==> config.mk <==
export PLATFORM = sky130hd
export DESIGN_NAME = sd_spi_master_flat
export DESIGN_NICKNAME = d
export VERILOG_FILES = /design/src/rtl/sd_spi_pkg.sv /design/src/rtl/sd_spi_if.sv /design/src/rtl/spi_clk_div.sv /design/src/rtl/sd_spi_master.sv /design/src/flat_wrapper.sv
export SDC_FILE = /design/constraint.sdc
export NUM_CORES = 1
export LEC_CHECK = 0
export ABC_AREA = 1
export ABC_CLOCK_PERIOD_IN_PS = 1900
export CELL_PAD_IN_SITES_DETAIL_PLACEMENT = 1
export CELL_PAD_IN_SITES_GLOBAL_PLACEMENT = 1
export CORE_ASPECT_RATIO = 0.9
export CORE_UTILIZATION = 40
export CTS_CLUSTER_DIAMETER = 30
export DETAILED_ROUTE_END_ITERATION = 16
export DONT_BUFFER_PORTS = 1
export PLACE_DENSITY_LB_ADDON = 0.1
export SYNTH_ARGS = -nofsm -noshare
export SYNTH_HDL_FRONTEND = slang
export SYNTH_SLANG_ARGS = --single-unit
==> constraint.sdc <==
create_clock -name fclk -period 1.9 [get_ports fclk]
set_input_delay 0.38 -clock fclk [delete_from_list [all_inputs] [get_ports fclk]]
set_output_delay 0.38 -clock fclk [all_outputs]
set_load 0.005 [all_outputs]
==> src/rtl/sd_spi_pkg.sv <==
`default_nettype none
// ---------------------------------------------------------------------------
// Module : sd_spi_pkg
// Brief  : Shared FSM states and constants for the SD-card SPI initiator.
// Rev    : 1.0  initial release
// ---------------------------------------------------------------------------
package sd_spi_pkg;

   typedef enum logic [0:0] {
      IDLE  = 1'b0,
      SHIFT = 1'b1
   } spi_state_t;

   localparam int         SPI_HALF_PHASES = 16;
   localparam logic [7:0] DOUT_RST        = 8'hFF;

endpackage
`default_nettype wire

==> src/rtl/sd_spi_if.sv <==
`default_nettype none
// ---------------------------------------------------------------------------
// Module : sd_spi_if
// Brief  : Byte-wide host request bus between the port decoder and the SPI initiator.
// Rev    : 1.0  initial release
// ---------------------------------------------------------------------------
interface sd_spi_if #(
   parameter int DIV_W = 4
);
   logic [DIV_W-1:0] div;
   logic             start;
   logic [7:0]       din;
   logic             cs_wr;
   logic             cs_val;
   logic [7:0]       dout;
   logic             busy;
   logic             done;

   modport master (
      output div, start, din, cs_wr, cs_val,
      input  dout, busy, done
   );

   modport slave (
      input  div, start, din, cs_wr, cs_val,
      output dout, busy, done
   );
endinterface
`default_nettype wire

==> src/rtl/spi_clk_div.sv <==
`default_nettype none
// ---------------------------------------------------------------------------
// Module : spi_clk_div
// Brief  : Half-period counter; emits one tick every (divl+1) cycles while running.
// Rev    : 1.0  initial release
// ---------------------------------------------------------------------------
module spi_clk_div #(
   parameter int DIV_W = 4
) (
   input  wire logic             fclk,
   input  wire logic             rst_n,
   input  wire logic             load,
   input  wire logic             run,
   input  wire logic [DIV_W-1:0] div,
   output logic                  tick
);

   logic [DIV_W-1:0] hc_q, hc_d;
   logic [DIV_W-1:0] divl_q, divl_d;

   always_comb begin
      hc_d   = hc_q;
      divl_d = divl_q;
      tick   = 1'b0;
      // The divider is latched only at load, so mid-transfer div changes are invisible.
      if (load) begin
         divl_d = div;
         hc_d   = div;
      end else if (run) begin
         if (hc_q == '0) begin
            tick = 1'b1;
            hc_d = divl_q;
         end else begin
            hc_d = hc_q - 1'b1;
         end
      end
   end

   always_ff @(posedge fclk or negedge rst_n) begin
      if (!rst_n) begin
         hc_q   <= '0;
         divl_q <= '0;
      end else begin
         hc_q   <= hc_d;
         divl_q <= divl_d;
      end
   end

endmodule
`default_nettype wire

==> src/rtl/sd_spi_master.sv <==
`default_nettype none
// ---------------------------------------------------------------------------
// Module : sd_spi_master
// Brief  : SPI mode-0 byte initiator for the SD slot with registered chip select.
// Rev    : 1.0  initial release
// ---------------------------------------------------------------------------
module sd_spi_master
   import sd_spi_pkg::*;
#(
   parameter int DIV_W = 4
) (
   input  wire logic fclk,
   input  wire logic rst_n,
   sd_spi_if.slave   bus,
   output logic      sdclk,
   output logic      sddo,
   input  wire logic sddi,
   output logic      sdcs_n
);

   localparam logic [3:0] LAST_PH = 4'(SPI_HALF_PHASES - 1);

   spi_state_t state_q, state_d;
   logic [7:0] tx_sr_q, tx_sr_d;
   logic [7:0] rx_sr_q, rx_sr_d;
   logic [7:0] dout_q, dout_d;
   logic [3:0] ph_q, ph_d;
   logic       sdclk_q, sdclk_d;
   logic       sddo_q, sddo_d;
   logic       sdcs_n_q, sdcs_n_d;
   logic       busy_q, busy_d;
   logic       done_q, done_d;
   logic       accept;
   logic       tick;

   // The done cycle is excluded so a new request never overlaps the done pulse.
   assign accept = (state_q == IDLE) && bus.start && !done_q;

   spi_clk_div #(.DIV_W(DIV_W)) u_clk_div (
      .fclk  (fclk),
      .rst_n (rst_n),
      .load  (accept),
      .run   (state_q == SHIFT),
      .div   (bus.div),
      .tick  (tick)
   );

   always_comb begin
      state_d  = state_q;
      tx_sr_d  = tx_sr_q;
      rx_sr_d  = rx_sr_q;
      dout_d   = dout_q;
      ph_d     = ph_q;
      sdclk_d  = sdclk_q;
      sddo_d   = sddo_q;
      busy_d   = busy_q;
      done_d   = 1'b0;
      sdcs_n_d = sdcs_n_q;

      if (bus.cs_wr && !busy_q) begin
         sdcs_n_d = bus.cs_val;
      end

      case (state_q)
         IDLE: begin
            if (accept) begin
               state_d = SHIFT;
               busy_d  = 1'b1;
               sddo_d  = bus.din[7];
               tx_sr_d = bus.din;
               ph_d    = '0;
               sdclk_d = 1'b0;
            end
         end
         SHIFT: begin
            if (tick) begin
               sdclk_d = ~sdclk_q;
               ph_d    = ph_q + 1'b1;
               if (!sdclk_q) begin
                  rx_sr_d = {rx_sr_q[6:0], sddi};
               end else if (ph_q == LAST_PH) begin
                  sddo_d  = 1'b1;
                  dout_d  = rx_sr_q;
                  busy_d  = 1'b0;
                  done_d  = 1'b1;
                  state_d = IDLE;
               end else begin
                  sddo_d  = tx_sr_q[6];
                  tx_sr_d = {tx_sr_q[6:0], 1'b1};
               end
            end
         end
         default: state_d = IDLE;
      endcase
   end

   always_ff @(posedge fclk or negedge rst_n) begin
      if (!rst_n) begin
         state_q  <= IDLE;
         tx_sr_q  <= '0;
         rx_sr_q  <= '0;
         dout_q   <= DOUT_RST;
         ph_q     <= '0;
         sdclk_q  <= 1'b0;
         sddo_q   <= 1'b1;
         sdcs_n_q <= 1'b1;
         busy_q   <= 1'b0;
         done_q   <= 1'b0;
      end else begin
         state_q  <= state_d;
         tx_sr_q  <= tx_sr_d;
         rx_sr_q  <= rx_sr_d;
         dout_q   <= dout_d;
         ph_q     <= ph_d;
         sdclk_q  <= sdclk_d;
         sddo_q   <= sddo_d;
         sdcs_n_q <= sdcs_n_d;
         busy_q   <= busy_d;
         done_q   <= done_d;
      end
   end

   assign sdclk    = sdclk_q;
   assign sddo     = sddo_q;
   assign sdcs_n   = sdcs_n_q;
   assign bus.dout = dout_q;
   assign bus.busy = busy_q;
   assign bus.done = done_q;

endmodule
`default_nettype wire

==> src/flat_wrapper.sv <==
// flat-port wrapper written by rule: the top's interface ports become plain ports
module sd_spi_master_flat import sd_spi_pkg::*;
#(
   parameter int DIV_W = 4
)
  (fclk, rst_n, sdclk, sddo, sddi, sdcs_n, bus_div, bus_start, bus_din, bus_cs_wr, bus_cs_val, bus_dout, bus_busy, bus_done);
  sd_spi_if #(.DIV_W(DIV_W)) bus_i ();
  input  wire logic fclk;
  input  wire logic rst_n;
  output logic sdclk;
  output logic sddo;
  input  wire logic sddi;
  output logic sdcs_n;
  input wire logic [$bits(bus_i.div)-1:0] bus_div;
  input wire logic [$bits(bus_i.start)-1:0] bus_start;
  input wire logic [$bits(bus_i.din)-1:0] bus_din;
  input wire logic [$bits(bus_i.cs_wr)-1:0] bus_cs_wr;
  input wire logic [$bits(bus_i.cs_val)-1:0] bus_cs_val;
  output wire logic [$bits(bus_i.dout)-1:0] bus_dout;
  output wire logic [$bits(bus_i.busy)-1:0] bus_busy;
  output wire logic [$bits(bus_i.done)-1:0] bus_done;
  assign bus_i.div = bus_div;
  assign bus_i.start = bus_start;
  assign bus_i.din = bus_din;
  assign bus_i.cs_wr = bus_cs_wr;
  assign bus_i.cs_val = bus_cs_val;
  assign bus_dout = bus_i.dout;
  assign bus_busy = bus_i.busy;
  assign bus_done = bus_i.done;
  sd_spi_master #(.DIV_W(DIV_W)) u_core (.fclk(fclk), .rst_n(rst_n), .bus(bus_i), .sdclk(sdclk), .sddo(sddo), .sddi(sddi), .sdcs_n(sdcs_n));
endmodule
==> metrics.md <==
| Metric | Value |
|---|---|
| Dpl hpwl | `3.14 mm` |
| Syn Nets | `257` |
| Worst Path Required | `2150 ps` |
| Critical Path End Type | `register` |
| Yosys warning count | `0` |
| Pleak | `0.00108 uW` |
| XOR/XNOR Fraction of Synth Area | `0.436%` |
| CP Class | `register to register` |
| Nets | `262` |
| Clock-pin slew on the worst setup and hold paths | `80 ps` |
| Critical path origin | `u_core.u_clk_div.hc_q[0]` |
| P&R area growth vs syn | `10.2%` |
| Core ar. | `4830 sq um` |
| Post-Synth Simple-Gate Area | `30.8%` |
| Compound-cell area share of the yosys netlist | `8.66%` |
| Clock buffer depth | `2` |
| Synth area leader | `dfrtp_1` |
| Drt first pass iters | `4` |
| Synth Register Bits | `41` |
| Largest net degree at the start of global routing | `42` |
| # DRC | `0` |
| CTS tree | `done` |
| Antenna violations before repair | `0` |
| Grt total ovfl | `0` |
| Top cells by area, synth | `dfrtp_1, nand2_1, dfstp_2` |
| Std cell rows | `24` |
| Fmax | `593 MHz` |
| Synth Area in Adders | `1.25%` |
| Seq/Total Area, Yosys | `51.7%` |
| Num CTS Buffers | `5` |
| Crit-path cells | `inv_1, ha_2, nand2_1, nor2_2, nand3_4, inv_1, nand2_1, nand2_1` |
| Slew Limit Fails | `0` |
| Max-cap violations | `0` |
| Main combinational cell family by area after synthesis | `simple AND/OR/NAND/NOR gates` |
| Maximum vdd ir drop | `0.403 mV` |
| Final setup TNS | `0 ps` |
| Status | `completed` |
| Die area | `5310 sq um` |
| Register area | `1040 sq um` |
| Clock latency on the worst-skew pair | `300 ps` |
| RSZ-0062 raised after global routing | `no` |
| Final hold vios | `0` |
| Final worst path period need | `1690 ps` |
| Starting Density | `41.5%` |
| Post-synthesis mux area share | `0%` |
| Clk root buf | `clkbuf_8` |
| Worst-Margin Slew | `357 ps` |
| Die Wd | `76.7 um` |
| CP max stage cell | `dfrtp_1` |
| Arr. time, crit path | `1930 ps` |
| Ports | `31` |
| Port Buffers | `0` |
| R2r startpoint | `u_core.u_clk_div.hc_q[0]` |
| Hold_sp | `bus_cs_wr` |
| First-pass GRT wire length | `7.67 mm` |
| Die height | `69.2 um` |
| Syn_area_per_cell | `8.47 sq um` |
| Via Count | `1537` |
| Number of setup violations in the final report | `0` |
| Clock skew | `7.16 ps` |
| Syn Inst Count | `237` |
| Post-Route WL | `4.43 mm` |
| Final ANT Viol Nets | `0` |
| Fill cell count | `592` |
| Most common cell on crit path | `nand2_1` |
| GP Congestion | `0.809` |
| CP peak stage delay | `400 ps` |
| Area of the multi-input gates | `830 sq um` |
| Drt wl/cell | `14.4 um` |
| Vias in the first global route | `1555` |
| Slew headroom | `76.1%` |
| Share of layout cells above drive strength 1 | `20.6%` |
| CP max FO | `17` |
| Distinct cells, synth | `23` |
| Fin util | `45.8%` |
| Total GRT Usage | `18.6%` |
| H-tree depth | `2` |
| Hold Path Class | `input pin to register` |
| Diodes inserted | `0` |
| Synth top area share | `38.6%` |
| P per Cell Area | `745 nW/um^2` |
| Number of clock sinks | `41` |
| Startpoint class of the critical path | `register` |
| Synthesized area | `2010 sq um` |
| Starting DRC count in detailed routing | `56` |
| Final Cycle Share | `88.8%` |
| Drt via density | `4.99` |
[cell type report]
type,instances,share of cell area (%)
Clock inverter,2,1.70
Multi-Input combinational cell,164,37.5
Clock buffer,6,3.73
Sequential cell,41,46.9
Timing Repair Buffer,4,2.04
Inverter,26,4.41
Tap cell,65,3.68
[cell usage after synthesis]
cell and count:
nand2_1 94, buf_6 2, dfrtp_1 31, buf_2 3, nand2_2 4, a21oi_1 3
o21ai_2 14, inv_1 24, ha_1 2, or2_2 1, nand3_2 1, inv_2 2
dfstp_2 10, nor2_2 1, buf_4 1, a31oi_1 1, o21ai_0 6, xnor2_1 1
nand4_1 2, nor2_4 3, nand3_4 2, nand3_1 23, nor2_1 6
[per-layer routing]
layer | vias to the layer above | GRT usage, % | wire length [um]
met5 | - | 0 | 0
li1 | 745 | - | -
met4 | 0 | 7.26 | 83
met3 | 10 | 5.39 | 256
met2 | 29 | 29.9 | 2080
met1 | 753 | 23.5 | 2010
[where the power goes]
part,switching [uW],internal (uW),leakage [uW]
Sequential,1.15,875,0.000475
Combinational,22.8,7.64,0.000546
Clock,314,427,0.0000574
[path summary, 6_finish.rpt]
path                       cells after the start                  endpoint  slack, ps
max in group asynchronous                      2        u_core.bus.dout[0]       1070
min in group asynchronous                      2  u_core.u_clk_div.hc_q[2]        560
max reg2reg                                    8        u_core.bus.dout[7]        210
min                                            1             u_core.sdcs_n        150
min reg2reg                                    2         u_core.tx_sr_q[5]        480
max                                            8        u_core.bus.dout[7]        210
[sequential cells by signal, summed over array words and instances (netlist names)]
signal	cells
u_core.rx_sr_q	8
u_core.sdclk	1
u_core.sdcs_n	1
u_core.u_clk_div.hc_q	4
u_core.tx_sr_q	7
u_core.ph_q	4
u_core.sddo	1
u_core.bus.dout	8
u_core.bus.busy	1
u_core.u_clk_div.divl_q	4
u_core.bus.done	1
u_core.state_q	1
[cell families (layout without fill, tap and decap cells)]
kind of cell,count (synthesis),count (layout)
buf+inv,32,38
xor+xnor,1,1
fa+ha+maj,2,2
compound gates,24,24
simple gates,137,137
flops,41,41
[cells in the final DEF, fill, tap and decap left out, drive strengths merged]
cell / Yosys / final
nand2: 98 / 98
dfstp: 10 / 10
xnor2: 1 / 1
nand3: 26 / 26
dlygate4sd3: 0 / 1
clkbuf: 0 / 6
clkinvlp: 0 / 1
nor2: 10 / 10
a21oi: 3 / 3
inv: 26 / 26
o21ai: 20 / 20
dfrtp: 31 / 31
a31oi: 1 / 1
bufinv: 0 / 1
buf: 6 / 3
nand4: 2 / 2
or2: 1 / 1
ha: 2 / 2
[stage by stage]
stage	power [uW]	worst slack [ps]	cells	hold WS, ps	area [sq um]
floorplan	898	459	237	84.4	2010
global placement	900	296	298	85.7	2060
detailed placement	900	148	298	86.0	2060
CTS	1660	144	308	148	2210
global route	1690	68.5	308	150	2210
finish	1650	214	308	145	2210
[worst max-delay path: cells and delay by family (launching register included)]
kind,cells,cell delay [ps]
adders and majority gates,1,280
buffers and inverters,2,280
DFF,1,400
and+or+nand+nor,5,690
[repair_timing]
item / CTS / global route
hold buffers: 2 / 0
setup buffers: 0 / 0
hold endpoints to repair: 41 / 0
gates resized for setup: 0 / 1
setup endpoints to repair: 0 / 2
Power figures use the tool's default switching activity.
